==> src/rtl/seg_scan_display_if.sv <==
// Display-stage bundle: binary count and direction in, busy flag and
// multiplexed active-low seven-segment drive out.
interface seg_scan_display_if #(
    parameter int VAL_W = 8
);
    logic [VAL_W-1:0] value;
    logic             direction;
    logic             busy;
    logic [3:0]       an;
    logic [6:0]       seg;

    modport master (
        output value,
        output direction,
        input  busy,
        input  an,
        input  seg
    );

    modport slave (
        input  value,
        input  direction,
        output busy,
        output an,
        output seg
    );
endinterface

==> src/rtl/seg_scan_display.sv <==
// seg_scan_display: converts a binary count to three BCD digits with a
// sequential double-dabble engine, then scans four active-low 7-segment
// digits (direction glyph, hundreds, tens, ones) from a prescaler tick.
// Optional feature macro: SEG_SCAN_BLANK_EN enables leading-zero blanking.
module seg_scan_display #(
    parameter int VAL_W    = 8,
    parameter int SCAN_DIV = 17
) (
    input  logic               clk,
    input  logic               rst_n,
    seg_scan_display_if.slave  bus
);
    typedef enum logic [1:0] {
        ST_IDLE  = 2'd0,
        ST_SHIFT = 2'd1,
        ST_DONE  = 2'd2
    } state_t;

    localparam logic [3:0] CNT_LAST = 4'(VAL_W - 1);
    localparam logic [SCAN_DIV-1:0] PRESC_ONE = {{(SCAN_DIV-1){1'b0}}, 1'b1};

    // Seven-segment pattern {a..g}, active-low, for one BCD digit.
    function automatic logic [6:0] glyph(input logic [3:0] d);
        logic [6:0] g;
        case (d)
            4'd0:    g = 7'b0000001;
            4'd1:    g = 7'b1001111;
            4'd2:    g = 7'b0010010;
            4'd3:    g = 7'b0000110;
            4'd4:    g = 7'b1001100;
            4'd5:    g = 7'b0100100;
            4'd6:    g = 7'b0100000;
            4'd7:    g = 7'b0001111;
            4'd8:    g = 7'b0000000;
            4'd9:    g = 7'b0000100;
            default: g = 7'b1111111;
        endcase
        return g;
    endfunction

    // Double-dabble correction: a nibble of 5 or more would overflow on shift.
    function automatic logic [3:0] dabble(input logic [3:0] n);
        logic [3:0] r;
        if (n >= 4'd5) begin
            r = n + 4'd3;
        end else begin
            r = n;
        end
        return r;
    endfunction

    state_t           r_state;
    logic [VAL_W-1:0] r_shift;
    logic [VAL_W-1:0] r_last;
    logic [11:0]      r_bcd;
    logic [3:0]       r_cnt;
    logic             r_busy;
    logic [3:0]       r_hund;
    logic [3:0]       r_tens;
    logic [3:0]       r_ones;
    logic             r_dir;
    logic [SCAN_DIV-1:0] r_presc;
    logic [1:0]       r_idx;
    logic [3:0]       r_an;
    logic [6:0]       r_seg;

    logic [11:0]      w_adj;
    logic             w_tick;
    logic [6:0]       w_hund_seg;
    logic [6:0]       w_tens_seg;
    logic [6:0]       w_ones_seg;

    assign bus.busy = r_busy;
    assign bus.an   = r_an;
    assign bus.seg  = r_seg;
    assign w_tick   = &r_presc;

    // Per-nibble add-3 correction applied before each shift.
    always_comb begin
        w_adj = {dabble(r_bcd[11:8]), dabble(r_bcd[7:4]), dabble(r_bcd[3:0])};
    end

    // Digit patterns from the committed display registers, with optional blanking.
    always_comb begin
        w_ones_seg = glyph(r_ones);
`ifdef SEG_SCAN_BLANK_EN
        if (r_hund == 4'd0) begin
            w_hund_seg = 7'b1111111;
        end else begin
            w_hund_seg = glyph(r_hund);
        end
        if ((r_hund == 4'd0) && (r_tens == 4'd0)) begin
            w_tens_seg = 7'b1111111;
        end else begin
            w_tens_seg = glyph(r_tens);
        end
`else
        w_hund_seg = glyph(r_hund);
        w_tens_seg = glyph(r_tens);
`endif
    end

    // Conversion FSM: latch a changed value, iterate VAL_W shifts, commit digits.
    always_ff @(posedge clk) begin
        if (!rst_n) begin
            r_state <= ST_IDLE;
            r_shift <= '0;
            r_last  <= '0;
            r_bcd   <= 12'd0;
            r_cnt   <= 4'd0;
            r_busy  <= 1'b0;
            r_hund  <= 4'd0;
            r_tens  <= 4'd0;
            r_ones  <= 4'd0;
        end else begin
            case (r_state)
                ST_IDLE: begin
                    if (bus.value != r_last) begin
                        r_shift <= bus.value;
                        r_last  <= bus.value;
                        r_bcd   <= 12'd0;
                        r_cnt   <= 4'd0;
                        r_busy  <= 1'b1;
                        r_state <= ST_SHIFT;
                    end else begin
                        r_state <= ST_IDLE;
                    end
                end
                ST_SHIFT: begin
                    r_bcd   <= {w_adj[10:0], r_shift[VAL_W-1]};
                    r_shift <= r_shift << 1;
                    r_cnt   <= r_cnt + 4'd1;
                    if (r_cnt == CNT_LAST) begin
                        r_state <= ST_DONE;
                    end else begin
                        r_state <= ST_SHIFT;
                    end
                end
                ST_DONE: begin
                    r_hund  <= r_bcd[11:8];
                    r_tens  <= r_bcd[7:4];
                    r_ones  <= r_bcd[3:0];
                    r_busy  <= 1'b0;
                    r_state <= ST_IDLE;
                end
                default: begin
                    r_busy  <= 1'b0;
                    r_state <= ST_IDLE;
                end
            endcase
        end
    end

    // Direction bypasses the converter and is simply registered every cycle.
    always_ff @(posedge clk) begin
        if (!rst_n) begin
            r_dir <= 1'b0;
        end else begin
            r_dir <= bus.direction;
        end
    end

    // Free-running prescaler and digit scan; outputs hold between ticks.
    always_ff @(posedge clk) begin
        if (!rst_n) begin
            r_presc <= '0;
            r_idx   <= 2'd3;
            r_an    <= 4'b1111;
            r_seg   <= 7'b1111111;
        end else begin
            r_presc <= r_presc + PRESC_ONE;
            if (w_tick) begin
                r_idx <= r_idx - 2'd1;
                case (r_idx)
                    2'd3: begin
                        r_an  <= 4'b0111;
                        r_seg <= r_dir ? 7'b0011101 : 7'b1100011;
                    end
                    2'd2: begin
                        r_an  <= 4'b1011;
                        r_seg <= w_hund_seg;
                    end
                    2'd1: begin
                        r_an  <= 4'b1101;
                        r_seg <= w_tens_seg;
                    end
                    2'd0: begin
                        r_an  <= 4'b1110;
                        r_seg <= w_ones_seg;
                    end
                    default: begin
                        r_an  <= 4'b1111;
                        r_seg <= 7'b1111111;
                    end
                endcase
            end else begin
                r_idx <= r_idx;
            end
        end
    end
endmodule

==> src/flat_wrapper.sv <==
// flat-port wrapper written by rule: the top's interface ports become plain ports
module seg_scan_display_flat 
#(
    parameter int VAL_W    = 8,
    parameter int SCAN_DIV = 17
)
  (clk, rst_n, bus_value, bus_direction, bus_busy, bus_an, bus_seg);
  seg_scan_display_if #(.VAL_W(VAL_W)) bus_i ();
  input  logic clk;
  input  logic rst_n;
  input wire logic [$bits(bus_i.value)-1:0] bus_value;
  input wire logic [$bits(bus_i.direction)-1:0] bus_direction;
  output wire logic [$bits(bus_i.busy)-1:0] bus_busy;
  output wire logic [$bits(bus_i.an)-1:0] bus_an;
  output wire logic [$bits(bus_i.seg)-1:0] bus_seg;
  assign bus_i.value = bus_value;
  assign bus_i.direction = bus_direction;
  assign bus_busy = bus_i.busy;
  assign bus_an = bus_i.an;
  assign bus_seg = bus_i.seg;
  seg_scan_display #(.VAL_W(VAL_W), .SCAN_DIV(SCAN_DIV)) u_core (.clk(clk), .rst_n(rst_n), .bus(bus_i));
endmodule
==> config.mk <==
export PLATFORM = sky130hd
export DESIGN_NAME = seg_scan_display_flat
export DESIGN_NICKNAME = d
export VERILOG_FILES = /design/src/rtl/seg_scan_display_if.sv /design/src/rtl/seg_scan_display.sv /design/src/flat_wrapper.sv
export SDC_FILE = /design/constraint.sdc
export NUM_CORES = 1
export LEC_CHECK = 0
export ABC_AREA = 1
export ABC_CLOCK_PERIOD_IN_PS = 2500
export BUFFER_PORTS_ARGS = -buffer_cell sky130_fd_sc_hd__buf_2
export CORE_MARGIN = 10
export CORE_UTILIZATION = 30
export DETAILED_ROUTE_END_ITERATION = 10
export PLACE_DENSITY = 0.47
export SLEW_MARGIN = 20
export SYNTH_ARGS = -nofsm -noshare
export SYNTH_HDL_FRONTEND = slang
export SYNTH_SLANG_ARGS = --single-unit
==> constraint.sdc <==
create_clock -name clk -period 2.5 [get_ports clk]
set_input_delay 0.375 -clock clk [delete_from_list [all_inputs] [get_ports clk]]
set_output_delay 0.375 -clock clk [all_outputs]
set_load 0.01 [all_outputs]
# == After elaboration in Yosys (flattened, before gate mapping) ==
# Memory sizes are Yosys's and may differ from the RTL's. A register that Yosys moved wholly into a read port is not among the register bits.
# Cells that the tools add are included.
# classes
addsub,6
multipliers,0
n_div,0
magnitude_cmp,3
eq_ne,8
shift,0
muxes,23
bitwise_logic,1
reduce_logical,7
# op_table
cell,count
4-bit two-way mux,9
7-bit one-hot mux with 4 select lines,1
12-bit one-hot mux with 2 select lines,1
17-bit by 1-bit adder with 17-bit output (second input constant),1
17-bit AND reduction,1
4-bit one-hot mux with 4 select lines,1
8-bit one-hot mux with 2 select lines,1
4-bit by 3-bit >= comparator with 1-bit output (second input constant),3
12-bit two-way mux,1
4-bit by 2-bit adder with 4-bit output (second input constant),2
8-bit two-way mux,1
8-bit inequality test,1
4-bit one-hot mux with 2 select lines,1
7-bit two-way mux,1
2-bit == test (second input constant),3
2-bit AND reduction,3
4-bit by 1-bit adder with 4-bit output (second input constant),1
2-bit by 1-bit == test with 1-bit output (second input constant),2
4-bit by 3-bit == test with 1-bit output (second input constant),1
2-bit zero test,2
2-bit one-hot mux with 2 select lines,1
3-bit by 2-bit adder with 3-bit output (second input constant),1
3-bit two-way mux,1
1-bit two-way mux,2
6 further kinds,6
# word_totals
register_bits,78
latch_bits,0
mem_bits_rw,0
mem_bits_ro,336
inputBits,11
n_memories,3
# memory_table
memory,depth,width,rd,rd_ports_with_merged_regs,write_ports,line,rtl
(name not given),16,7,1,1,0,seg_scan_display.sv:25,case (d)
(name not given),16,7,1,1,0,seg_scan_display.sv:25,
(name not given),16,7,1,1,0,seg_scan_display.sv:25,

# == Depth between registers and ports, before layout ==
# depth
word_depth,3
mapped_depth,14
depth_no_buf,14

# == Worst setup path before layout ==
# No wires, ideal clock.
# synth_timing
path_kind,register to register
start,reg u_core.r_presc[0]
end,reg u_core.r_an[1] (netlist: u_core.bus.an[1])
setup_ns,0.130
t_arrival_ns,2.107
setup_slack_ns,0.263
stages_incl_launch_ff,15
cell_sequence,dfxtp_1 > ha_1 > nand2_1 > inv_1 > nand3_1 > nor2_1 > nand2_1 > nor3_1 > nand3_1 > nor2_1 > ha_1 > clkinv_1 > clkbuf_1 > a21oi_1 > o21ai_0
# synth_via
elab_chain_cells,1
# synth_rtl
item,line,rtl
"start, declared",seg_scan_display.sv:62,logic [SCAN_DIV-1:0] r_presc;
"start signal, assigned",seg_scan_display.sv:171,r_presc <= r_presc + PRESC_ONE;
17-bit AND reduction,seg_scan_display.sv:76,assign w_tick = &r_presc;
via u_core.w_tick,seg_scan_display.sv:68,logic w_tick;
"end signal, assigned",seg_scan_display.sv:168,r_an <= 4'b1111;
"end signal, assigned",seg_scan_display.sv:176,r_an <= 4'b0111;
"end signal, assigned",seg_scan_display.sv:180,r_an <= 4'b1011;
"end, declared",seg_scan_display.sv:64,logic [3:0] r_an;
# The timed path passes the listed nets, and every way through them passes these cells.
# A chain may end at the register's enable or synchronous reset.

# == Worst setup path after layout ==
# layout_timing
start,reg u_core.r_presc[0]
end,reg u_core.r_seg[4] (netlist: u_core.bus.seg[4])
# layout_via
elab_chain_cells,1
# layout_rtl
item,line,rtl
17-bit AND reduction,seg_scan_display.sv:76,
via u_core.w_tick,seg_scan_display.sv:68,
"end signal, assigned",seg_scan_display.sv:177,r_seg <= r_dir ? 7'b0011101 : 7'b1100011;
"end signal, assigned",seg_scan_display.sv:181,r_seg <= w_hund_seg;
"end signal, assigned",seg_scan_display.sv:185,r_seg <= w_tens_seg;
"end, declared",seg_scan_display.sv:65,logic [6:0] r_seg;
# The timed path passes the listed nets, and every way through them passes these cells.

==> insert_results.sql <==
INSERT INTO impl_metrics (metric_group, metric, value, unit) VALUES
('power', 'post-layout-total-power', '3.19', 'mW'),
('clocking', 'ctsHtreeMaxLevel', '3', ''),
('floorplanning', 'floorplan.core_area', '15300', 'um2'),
('clocking', 'cts.sink_count', '99', ''),
('placement', 'postPlaceCellArea', '5010', 'um2'),
('floorplanning', 'rows', '45', ''),
('sta', 'relSlewSlack', '0.641', ''),
('setup_path', 'worstSetupEndpointType', 'flop', ''),
('setup_path', 'crit_arrival', '2400', 'ps'),
('outcome', 'run_status', 'completed', ''),
('sta', 'final-setup-viol-count', '0', ''),
('clocking', 'cts_tree', 'done', ''),
('global_route', 'antenna_violations_before_repair', '0', ''),
('route', 'drt.antenna.violating_nets', '0', ''),
('sta', 'timing.final.crit_share', '0.865', ''),
('clocking', 'cts_buffer_depth', '2', ''),
('setup_path', 'critPathLaunch', 'u_core.r_presc[0]', ''),
('floorplanning', 'start_util', '0.307', ''),
('setup_path', 'cp.required', '2740', 'ps'),
('final_layout', 'area_growth_from_synthesis_to_layout', '13.9', '%'),
('route', 'drt_drc_violations_left', '0', ''),
('final_layout', 'drive_gt1_frac', '0.145', ''),
('floorplanning', 'die-area', '21000', 'um2'),
('final_layout', 'layout_common_cells', '119 x nand2_1, 99 x dfxtp_1, 61 x a21oi_1', ''),
('global_route', 'combined_global_route_utilization_of_all_metal_layers', '0.0937', ''),
('final_layout', 'fin_util', '0.350', ''),
('sta', 'setup_tns', '0', 'ps'),
('logic_synthesis', 'synth_warnings', '0', ''),
('floorplanning', 'floorplan.io_pins', '23', ''),
('placement', 'dpl_worst_slack', '71.7', 'ps'),
('sta', 'fin_worst_skew', '10.5', 'ps'),
('final_layout', 'layout.cells.most_common', 'nand2_1', ''),
('setup_path', 'critical_path.max_fanout', '8', ''),
('route', 'wl_final', '9710', 'um'),
('global_route', 'grt.overflow.total', '0', ''),
('final_layout', 'finish.instance_area', '5340', 'um2'),
('logic_synthesis', 'synthCells', '610', ''),
('clocking', 'clock_insertion_delay_worst_skew', '340', 'ps'),
('job', 'maxCapViolCount', '0', ''),
('sta', 'timing.hold.ws', '219', 'ps'),
('worst_hold_path', 'min-delay-start', 'bus_direction', ''),
('setup_path', 'worst-r2r-setup-slack', '340', 'ps'),
('route', 'vias', '3795', ''),
('sta', 'fmax', '462', 'MHz'),
('sta', 'number_of_slew_limit_violations_in_the_final_report', '0', ''),
('logic_synthesis', 'synth.yosys.seq_area_share', '0.423', ''),
('clocking', 'cts_made_buffers', '9', ''),
('logic_synthesis', 'synth.distinct_cells', '38', ''),
('worst_hold_path', 'min-delay-path-class', 'in -> reg', ''),
('final_layout', 'inserted_diodes', '0', ''),
('floorplanning', 'floorplan.die.width', '145', 'um'),
('placement', 'place_inst', '828', ''),
('setup_path', 'type_of_the_worst_setup_path', 'reg -> reg', ''),
('route', 'first_iter_violations', '140', ''),
('route', 'detail_route.vias_per_cell', '4.49', ''),
('global_route', 'pin_count_of_the_biggest_net_entering_global_routing', '33', ''),
('route', 'drt_pass1_iterations', '6', ''),
('floorplanning', 'fp.dieH', '145', 'um'),
('power', 'static-leakage-power', '2.26', 'nW'),
('setup_path', 'r2r_start', 'u_core.r_presc[0]', ''),
('logic_synthesis', 'yosysTopAreaCellShare', '0.423', ''),
('setup_path', 'start_kind', 'flop', ''),
('logic_synthesis', 'netlist_top_cells_area', 'dfxtp_1 42%, nand2_1 9.5%, ha_1 8.3%, a21oi_1 6.5%, nand3_1 6.3%', ''),
('logic_synthesis', 'synth_seq_cells', '99', ''),
('clocking', 'clock-root-buffer', 'clkbuf_16', ''),
('final_layout', 'finalNetCount', '672', ''),
('global_route', 'wire_length_of_the_first_global_routing_pass', '16800', 'um'),
('clocking', 'cts.clk_slew.worst_paths', '70', 'ps'),
('logic_synthesis', 'mappedNetlistArea', '4690', 'um2'),
('clocking', 'cts_hold_buf', '0', ''),
('placement', 'gp_congestion', '0.792', '');
-- sequential cells by signal, indices dropped and copies added (netlist names) --
name	flops
u_core.r_shift	8
u_core.r_tens	4
u_core.r_last	8
u_core.r_state	2
u_core.w_ones_seg	7
u_core.w_tens_seg	7
u_core.r_cnt	4
u_core.r_bcd	12
u_core.r_ones	4
u_core.bus.seg	7
u_core.w_hund_seg	7
u_core.r_idx	2
u_core.r_hund	4
u_core.bus.an	4
u_core.bus.busy	1
u_core.r_presc	17
u_core.r_dir	1
-- worst paths after layout --
kind | end | cells past startpoint
max | u_core.bus.seg[4] | 14
min | u_core.r_dir | 3
max reg2reg | u_core.bus.seg[4] | 14
min reg2reg | u_core.r_presc[0] | 1
-- routing by layer --
metal / vias up / track usage / wire length (um)
li1: 2034 / - / -
met1: 1705 / 0.115 / 4660
met2: 48 / 0.153 / 4640
met3: 8 / 0.0298 / 299
met4: 0 / 0.0291 / 104
met5: - / 0 / 0
-- worst max-delay path, stage by stage (launching register included) --
cell and delay, ps:
dfxtp_1 350, ha_1 170, nand2_1 60, inv_2 70, nand3_2 90, nor2_2 110
nand2_1 70, nor3_2 130, nand3_1 110, nor2_1 120, ha_2 220, clkinvlp_4 160
buf_4 170, a22oi_1 160, nand2_1 60
-- final cells by class --
| type | instances | area [um2] |
|---|---|---|
| Timing Repair Buffer | 32 | 189 |
| Sequential cell | 99 | 1980 |
| Tap cell | 211 | 264 |
| Clock inverter | 5 | 60.1 |
| Fill cell | 1595 | 9920 |
| Multi-Input combinational cell | 419 | 2350 |
| Inverter | 69 | 264 |
| Clock buffer | 11 | 233 |
-- cells by family after synthesis --
group | synth area share
compound gates | 0.155
flops | 0.423
simple gates | 0.245
xor+xnor | 0.0149
fa+ha+maj | 0.0827
buf+inv | 0.0801
-- cells in the mapped netlist --
| cell type | count |
|---|---|
| nor2_2 | 5 |
| nand2_4 | 2 |
| inv_2 | 8 |
| o211ai_1 | 1 |
| nand3_1 | 59 |
| buf_1 | 3 |
| buf_2 | 8 |
| nor3_4 | 3 |
| nand3b_4 | 1 |
| nor3_2 | 1 |
| nor2_4 | 1 |
| o21a_1 | 2 |
| dfxtp_1 | 99 |
| ha_1 | 31 |
| xnor2_1 | 5 |
| clkinv_2 | 1 |
| o211ai_2 | 1 |
| or2_2 | 4 |
| a21oi_1 | 61 |
| nand2_2 | 4 |
| o21ai_2 | 9 |
| clkinv_1 | 1 |
| nand3b_1 | 1 |
| o21ai_1 | 6 |
| nand2_1 | 119 |
| buf_8 | 1 |
| nor4_1 | 1 |
| a211oi_1 | 1 |
| buf_4 | 2 |
| nor2_1 | 38 |
| nand4_1 | 4 |
| a221oi_1 | 1 |
| a22oi_1 | 6 |
| clkbuf_1 | 9 |
| xor2_1 | 3 |
| inv_1 | 59 |
| o21ai_0 | 43 |
| nor3_1 | 6 |
-- where the power goes --
part / leakage, nW / switching [mW] / internal, mW
registers: 0.803 / 0.0191 / 1.61
clock network: 0.141 / 0.612 / 0.783
logic: 1.32 / 0.113 / 0.0546
total: 2.26 / 0.744 / 2.44
-- repair_timing --
item / 4_1_cts / 5_1_grt
setup buffers: 0 / 2
gates resized for setup: 0 / 7
endpoints found under the setup margin: 0 / 12
Power figures use the tool's default switching activity.
